==> src/rtl/life_pkg.sv <==
`default_nettype none
// ============================================================================
// Module      : life_pkg
// Description : Shared types and constants for the player life controller.
// Revision    : 1.0  initial release
// ============================================================================
package life_pkg;

  typedef enum logic [1:0] {
    PLAY      = 2'd0,
    INVULN    = 2'd1,
    GAME_OVER = 2'd2
  } life_state_t;

  localparam int LIFE_W   = 3;
  localparam int LIFE_CAP = 7;

  // Saturating increment: never exceeds the ceiling nor the representable cap.
  function automatic logic [LIFE_W-1:0] sat_inc(input logic [LIFE_W-1:0] life,
                                                input logic [LIFE_W-1:0] ceiling);
    logic [LIFE_W-1:0] res;
    res = life;
    if ((life < ceiling) && (life != LIFE_W'(LIFE_CAP))) begin
      res = life + 1'b1;
    end
    return res;
  endfunction

endpackage : life_pkg
`default_nettype wire

==> src/rtl/frame_down_counter.sv <==
`default_nettype none
// ============================================================================
// Module      : frame_down_counter
// Description : Loadable down-counter advanced by a frame tick. o_zero flags
//               the tick on which the count reaches zero, so the owner can
//               react in the same cycle and see the effect one cycle later.
// Revision    : 1.0  initial release
// ============================================================================
module frame_down_counter #(
  parameter int W        = 4,
  parameter int LOAD_VAL = 8
) (
  input  logic clk,
  input  logic resetN,
  input  logic i_clr,
  input  logic i_load,
  input  logic i_tick,
  output logic o_zero
);

  localparam logic [W-1:0] c_LOAD = W'(LOAD_VAL);
  localparam logic [W-1:0] c_ONE  = W'(1);

  logic [W-1:0] r_count;

  // Count register: clear beats load beats tick; parks at zero, never wraps.
  always_ff @(posedge clk or negedge resetN) begin
    if (!resetN) begin
      r_count <= '0;
    end else if (i_clr) begin
      r_count <= '0;
    end else if (i_load) begin
      r_count <= c_LOAD;
    end else if (i_tick && (r_count != '0)) begin
      r_count <= r_count - 1'b1;
    end
  end

  assign o_zero = i_tick && (r_count == c_ONE);

endmodule : frame_down_counter
`default_nettype wire

==> src/rtl/life_manager.sv <==
`default_nettype none
// ============================================================================
// Module      : life_manager
// Description : Player life-count controller. Applies hits and bonuses,
//               times a frame-counted invulnerability window with sprite
//               blink, and flags game over. All outputs are registered.
// Revision    : 1.0  initial release
// ============================================================================
module life_manager
  import life_pkg::*;
#(
  parameter int INIT_LIFE     = 3,
  parameter int MAX_LIFE      = 5,
  parameter int INVULN_FRAMES = 120,
  parameter int BLINK_FRAMES  = 8
) (
  input  logic              clk,
  input  logic              resetN,
  input  logic              startOfFrame,
  input  logic              hitPulse,
  input  logic              bonusPulse,
  input  logic              newGame,
  output logic [LIFE_W-1:0] currLife,
  output logic              invulnerable,
  output logic              blinkOn,
  output logic              lifeLost,
  output logic              gameOver
);

  localparam int FRAME_W = $clog2(INVULN_FRAMES + 1);
  localparam int BLINK_W = $clog2(BLINK_FRAMES + 1);

  localparam logic [LIFE_W-1:0] c_INIT_LIFE = LIFE_W'(INIT_LIFE);
  localparam logic [LIFE_W-1:0] c_MAX_LIFE  = LIFE_W'(MAX_LIFE);
  localparam logic [LIFE_W-1:0] c_ONE_LIFE  = LIFE_W'(1);

  life_state_t       r_state;
  life_state_t       w_state_nx;
  logic [LIFE_W-1:0] r_life;
  logic [LIFE_W-1:0] w_life_nx;
  logic              r_blink;
  logic              w_blink_nx;
  logic              r_lost;
  logic              w_lost_nx;
  logic              r_invuln;
  logic              r_over;

  logic w_tick;
  logic w_enter_invuln;
  logic w_frame_zero;
  logic w_blink_zero;

  // Counters only advance on frame ticks while invulnerable; the hit cycle
  // loads them instead, so a coincident frame tick is not counted.
  assign w_tick         = (r_state == INVULN) && startOfFrame;
  assign w_enter_invuln = (r_state == PLAY) && hitPulse && !newGame && (r_life > c_ONE_LIFE);

  frame_down_counter #(
    .W        (FRAME_W),
    .LOAD_VAL (INVULN_FRAMES)
  ) u_frame_cnt (
    .clk    (clk),
    .resetN (resetN),
    .i_clr  (newGame),
    .i_load (w_enter_invuln),
    .i_tick (w_tick),
    .o_zero (w_frame_zero)
  );

  // The blink counter reloads itself on each expiry to produce a periodic toggle.
  frame_down_counter #(
    .W        (BLINK_W),
    .LOAD_VAL (BLINK_FRAMES)
  ) u_blink_cnt (
    .clk    (clk),
    .resetN (resetN),
    .i_clr  (newGame),
    .i_load (w_enter_invuln || w_blink_zero),
    .i_tick (w_tick),
    .o_zero (w_blink_zero)
  );

  // State register.
  always_ff @(posedge clk or negedge resetN) begin
    if (!resetN) begin
      r_state <= PLAY;
    end else begin
      r_state <= w_state_nx;
    end
  end

  // Next-state and next-output logic; priority newGame > hit > bonus.
  always_comb begin
    w_state_nx = r_state;
    w_life_nx  = r_life;
    w_blink_nx = r_blink;
    w_lost_nx  = 1'b0;
    if (newGame) begin
      w_state_nx = PLAY;
      w_life_nx  = c_INIT_LIFE;
      w_blink_nx = 1'b1;
    end else begin
      case (r_state)
        PLAY: begin
          if (hitPulse) begin
            w_lost_nx = 1'b1;
            if (r_life > c_ONE_LIFE) begin
              w_life_nx  = r_life - 1'b1;
              w_state_nx = INVULN;
              w_blink_nx = 1'b0;
            end else begin
              w_life_nx  = '0;
              w_state_nx = GAME_OVER;
            end
          end else if (bonusPulse) begin
            w_life_nx = sat_inc(r_life, c_MAX_LIFE);
          end
        end
        INVULN: begin
          if (bonusPulse) begin
            w_life_nx = sat_inc(r_life, c_MAX_LIFE);
          end
          if (w_frame_zero) begin
            w_state_nx = PLAY;
            w_blink_nx = 1'b1;
          end else if (w_blink_zero) begin
            w_blink_nx = !r_blink;
          end
        end
        GAME_OVER: begin
          w_life_nx  = '0;
          w_blink_nx = 1'b1;
        end
        default: begin
          w_state_nx = PLAY;
        end
      endcase
    end
  end

  // Output registers, all loaded from the next-cycle values.
  always_ff @(posedge clk or negedge resetN) begin
    if (!resetN) begin
      r_life   <= c_INIT_LIFE;
      r_blink  <= 1'b1;
      r_lost   <= 1'b0;
      r_invuln <= 1'b0;
      r_over   <= 1'b0;
    end else begin
      r_life   <= w_life_nx;
      r_blink  <= w_blink_nx;
      r_lost   <= w_lost_nx;
      r_invuln <= (w_state_nx == INVULN);
      r_over   <= (w_state_nx == GAME_OVER);
    end
  end

  assign currLife     = r_life;
  assign invulnerable = r_invuln;
  assign blinkOn      = r_blink;
  assign lifeLost     = r_lost;
  assign gameOver     = r_over;

endmodule : life_manager
`default_nettype wire

==> config.mk <==
export PLATFORM = sky130hd
export DESIGN_NAME = life_manager
export DESIGN_NICKNAME = d
export VERILOG_FILES = /design/src/rtl/life_pkg.sv /design/src/rtl/frame_down_counter.sv /design/src/rtl/life_manager.sv
export SDC_FILE = /design/constraint.sdc
export NUM_CORES = 1
export LEC_CHECK = 0
export BUFFER_PORTS_ARGS = -buffer_cell sky130_fd_sc_hd__buf_4
export CAP_MARGIN = 40
export CORE_ASPECT_RATIO = 0.5
export CORE_MARGIN = 1.5
export CORE_UTILIZATION = 30
export DETAILED_ROUTE_END_ITERATION = 8
export PLACE_DENSITY = 0.49
export SYNTH_ARGS = -nofsm -noshare
export SYNTH_HDL_FRONTEND = slang
export SYNTH_SLANG_ARGS = --single-unit
export TNS_END_PERCENT = 30
==> constraint.sdc <==
create_clock -name clk -period 2.75 [get_ports clk]
set_clock_uncertainty 0.2 [all_clocks]
set_input_delay 0.55 -clock clk [delete_from_list [all_inputs] [get_ports clk]]
set_output_delay 0.55 -clock clk [all_outputs]
set_load 0.005 [all_outputs]
==> After elaboration in Yosys (flattened, before gate mapping) <==
Index checks and enable logic that the tools add are counted.
{ "classes": {"addsub": 4, "order_cmp": 2, "n_eq_ne": 10, "muxes": 26, "reduce_logical": 19} }
{ "ops": {"columns": ["op", "n"], "rows": [
  ["$mux W7", 3],
  ["$mux W3", 5],
  ["$mux W4", 3],
  ["$logic_and A1 B1 Y1", 9],
  ["$pmux W3 S3", 1],
  ["$mux W1", 8],
  ["$mux W2", 4],
  ["$reduce_bool A4 Y1", 2],
  ["$eq A7 B1 Y1 const B", 1],
  ["$reduce_bool A7 Y1", 1],
  ["$sub A7 B1 Y7 const B", 1],
  ["$ne A3 B3 Y1 const B", 2],
  ["$pmux W2 S3", 1],
  ["$reduce_bool A3 Y1", 2],
  ["$eq A2 B1 Y1 const B", 2],
  ["$eq A2 B2 Y1 const B", 2],
  ["$eq A4 B1 Y1 const B", 1],
  ["$ne A4 B3 Y1 const B", 1],
  ["$reduce_and A4 Y1", 1],
  ["$sub A4 B1 Y4 const B", 1],
  ["$add A3 B1 Y3 const B", 1],
  ["$gt A3 B1 Y1 const B", 1],
  ["$lt A3 B3 Y1 const B", 1],
  ["$ne A3 B2 Y1 const B", 1],
  ["other kinds (5)", 6]
]} }
{ "totals": {"reg_bits": 20, "input_bits": 6, "output_inout_bits": 7} }

==> Depth between registers and ports, before layout <==
{ "depth": {"ltp_word": 7, "ltp_mapped": 7} }

==> Hierarchy <==
A second synthesis with hierarchy kept.
{ "unflattened": {"cells_unflattened": 154, "hier_area_um2": 1453.9} }
{ "modules_own_cells": {"columns": ["module", "n_inst", "cells_each", "area_per_inst_um2", "seq_area_each_um2"], "rows": [
  ["life_manager", 1, 79, 721.9, 229.0],
  ["frame_down_counter (u_frame_cnt)", 1, 48, 451.7, 175.2],
  ["frame_down_counter (u_blink_cnt)", 1, 27, 280.3, 100.1]
]} }

==> Worst setup path after synthesis <==
Ideal clock, no wire load.
{ "synth_timing": {"path_type": "reg2reg", "startpoint": "register r_life[0], in the netlist currLife[0]", "endpoint": "register u_blink_cnt.r_count[1]", "setup_ns": 0.087, "arrival_ns": 1.578, "slack_ns": 0.885, "path_stages_with_launch": 7, "period_less_slack_ns": 1.865, "path_cell_list": "dfstp_2 -> ha_1 -> o21ba_2 -> o21a_1 -> a21o_1 -> o21bai_4 -> a211oi_2"} }
{ "synth_via": {"elab_chain_len": 5, "elab_cells_between_ends": 6, "classes_between": "1 x order compare; 2 x mux; 3 x reduce/logical"} }
{ "synth_rtl": {"columns": ["element", "line_no", "source"], "rows": [
  ["from (decl)", "life_manager.sv:39", "logic [LIFE_W-1:0] r_life;"],
  ["from (signal assigned)", "life_manager.sv:144", "r_life <= c_INIT_LIFE;"],
  ["from (signal assigned)", "life_manager.sv:150", "r_life <= w_life_nx;"],
  ["$gt A3 B1 Y1 (*)", "life_manager.sv:56", "assign w_enter_invuln = (r_state == PLAY) && hitPulse && !newGame && (r_life > c_ONE_LIFE);"],
  ["$logic_and A1 B1 Y1 (*)", "life_manager.sv:56", null],
  ["$logic_or A1 B1 Y1 (*)", "life_manager.sv:78", ".i_load (w_enter_invuln || w_blink_zero),"],
  ["$mux W4", "frame_down_counter.sv:32", "end else if (i_load) begin"],
  ["$mux W4", "frame_down_counter.sv:30", "end else if (i_clr) begin"],
  ["to (signal assigned)", "frame_down_counter.sv:33", "r_count <= c_LOAD;"],
  ["to (signal assigned)", "frame_down_counter.sv:35", "r_count <= r_count - 1'b1;"],
  ["to (decl)", "frame_down_counter.sv:24", "logic [W-1:0] r_count;"]
]} }
Mark *: on every way between the ends. The rest lies on a longest branch, timed or not.
A chain may end at the register's enable or synchronous reset.

==> Worst setup path after layout <==
Same ends and word-level chain as after synthesis.

==> impl_metrics.json <==
{
  "status": "complete, no violations",
  "total_power_mw": 1.54,
  "grt_pass1_vias": 941,
  "slowest_delay_ns": 0.64,
  "avgViaCountPerCell": 4.80,
  "area.sequential_sq_um": 504,
  "cts_tree": "built",
  "rsz0062_at_grt": "no",
  "report.final.setup_viol": 0,
  "use_met3": 0.0292,
  "drc_errors": 0,
  "r2r_end": "u_blink_cnt.r_count[1]",
  "p_per_area_nw_per_um2": 971,
  "min_period_over_period": 0.750,
  "holdPathEnd": "lifeLost",
  "regToRegStartpoint": "currLife[0]",
  "use_met2": 0.183,
  "syn_area_per_cell_sq_um": 9.55,
  "syn_area_sq_um": 1360,
  "ir_worst_vdd_uv": 296,
  "layout_common_cells": "nor2_1 (18), dfrtp_1 (17), ha_1 (14), buf_4 (12), inv_1 (11)",
  "syn-num-nets": 162,
  "grt_pass1_wl_um": 4620,
  "yosys_register_bits": 20,
  "p_leak_nw": 0.674,
  "dieArea_sq_um": 4960,
  "cpMaxStageDelayCell": "dfstp_2",
  "wl_per_cell_um": 12.6,
  "drive_gt1_frac": 0.172,
  "antenna_found_initial": 0,
  "ys_types": 46,
  "met1_usage": 0.171,
  "worstMarginPinSlew_ns": 0.392,
  "dp_hpwl_um": 1980,
  "insertion_delay_ns": 0.27,
  "setup_tns_ns": 0,
  "grt_start_max_net_pins": 21,
  "critPathBufInv": 0,
  "root_buffer": "clkbuf_8",
  "syn_inst": 142,
  "maxSlewHeadroom": 0.737,
  "multi_input_area_sq_um": 802,
  "synth_edf_count": 0,
  "hold_start": "hitPulse",
  "area_growth_pct": 17.3,
  "arrival_ns": 2.04,
  "required_ns": 2.72,
  "synth_flop_cell": "dfrtp_1",
  "hold_violations": 0,
  "min_period_ns": 2.06,
  "nFillCells": 427,
  "top_usage_layer": "met2",
  "clkSinkCount": 20,
  "overflow": 0,
  "antenna_cells": 0,
  "hold_ws_ns": 0.345,
  "first_pass_iters": 4,
  "numCtsBuffers": 3,
  "dieHeight_um": 50.5,
  "slew_viol_final": 0,
  "cpLargestDelayFamily": "compound AO/OA/AOI/OAI gates",
  "gp_congestion": 0.765,
  "track_usage": 0.119,
  "h-tree-depth": 1,
  "final_common_cell": "nor2_1",
  "clockBufferDepth": 2,
  "cp-end-kind": "flop",
  "hold_class": "in2reg",
  "antenna_left": 0,
  "synth-warning-count": 0,
  "drt-initial-drc-count": 40,
  "wl_um": 2690,
  "numPortBuffers": 12,
  "path_class": "reg2reg",
  "reg2reg_slack_ns": 0.69,
  "ioPinCount": 13,
  "holdPathStages": 2,
  "maxCapViolCount": 0,
  "die_x_um": 98.1,
  "worstPathMaxFanout": 9,
  "yosysSeqAreaShare": 0.372,
  "clk_pin_slew_worst_paths_ns": 0.09,
  "rows": 17,
  "cp_cell_sequence": "ha_1, o21ba_2, o21a_1, a21o_1, o21bai_4, a211oi_2",
  "start_util": 0.311,
  "ff2ff_path_depth": 6,
  "fin_nets": 178,
  "vias": 1027,
  "fmax_mhz": 485,
  "core-area_sq_um": 4360,
  "critPathLaunchType": "flop",
  "async_flop_share": 1.00
}
## what timing repair did
item,in CTS,in global routing
gates resized for setup,0,0
hold buffers,1,0
buffers inserted,0,0
endpoints found under the hold margin,17,0
## how the worst max path moves through the flow
stage	from	end	depth (start not counted)
2_1_floorplan	currLife[0]	u_blink_cnt.r_count[1]	6
3_3_place_gp	currLife[1]	u_blink_cnt.r_count[0]	7
3_5_place_dp	currLife[1]	u_blink_cnt.r_count[2]	7
4_1_cts	currLife[0]	u_blink_cnt.r_count[1]	6
5_1_grt	currLife[1]	u_blink_cnt.r_count[0]	7
6_report	currLife[0]	u_blink_cnt.r_count[1]	6
## state kept, by name, indices dropped and copies added (netlist names)
| signal | flops |
|---|---|
| u_frame_cnt.r_count | 7 |
| blinkOn | 1 |
| lifeLost | 1 |
| u_blink_cnt.r_count | 4 |
| r_state | 2 |
| gameOver | 1 |
| currLife | 3 |
| invulnerable | 1 |
## final cells by class
type / instances / area share
Inverter: 11 / 0.0260
Sequential cell: 20 / 0.317
Tap cell: 57 / 0.0448
Clock inverter: 1 / 0.0189
Timing Repair Buffer: 13 / 0.0629
Multi-Input combinational cell: 109 / 0.504
Clock buffer: 3 / 0.0260
## kinds of logic after synthesis
logic type                 synth area share
AOI/OAI and AO/OA                     0.196
xor gates and xnor gates             0.0517
adders and majority gates             0.129
buffers and inverters                0.0369
DFF                                   0.372
muxes                               0.00738
and+or+nand+nor                       0.208
## synthesized netlist by cell type, drive strengths merged, types with 2 or more instances
library cell | instances | share of area
nor2 | 19 | 0.058
dfrtp | 17 | 0.31
ha | 14 | 0.13
o21ai | 14 | 0.052
inv | 11 | 0.030
nand2 | 7 | 0.025
xor2 | 6 | 0.039
nor3 | 4 | 0.018
a211oi | 3 | 0.020
a21oi | 3 | 0.011
a31oi | 3 | 0.025
dfstp | 3 | 0.058
nand2b | 3 | 0.014
nand4 | 3 | 0.014
nor2b | 3 | 0.014
and2 | 2 | 0.0092
nand3 | 2 | 0.0074
nor4 | 2 | 0.020
o21a | 2 | 0.011
o21bai | 2 | 0.019
xnor2 | 2 | 0.013
## stage by stage
step	area (sq um)	cells	utilization	worst slack, ns
global route	1590	214	0.365	0.561
global placement	1510	209	0.346	0.713
finish	1590	214	0.365	0.686
CTS	1590	214	0.365	0.686
floorplan	1360	142	-	0.885
detailed placement	1510	209	0.346	0.730
## layer usage
| metal | vias to the layer above | routed length (um) |
|---|---|---|
| met3 | 2 | 68 |
| met1 | 473 | 1480 |
| met4 | 0 | 18 |
| met2 | 19 | 1130 |
| met5 | - | 0 |
| li1 | 533 | - |
## worst reg2reg max path: stages (launching register included)
cell and delay (ns):
dfstp_2 0.64, ha_1 0.16, o21ba_2 0.16, o21a_1 0.22
a21o_1 0.24, o21bai_4 0.20, a211oi_2 0.14
## power by group
group	leakage (nW)	switching, mW	total, mW	internal (mW)
Sequential	0.261	0.114	0.516	0.401
Clock	0.0357	0.106	0.301	0.194
Combinational	0.377	0.392	0.728	0.335
Total	0.674	0.613	1.54	0.931
Note: power is estimated with default switching activity, not from simulation.
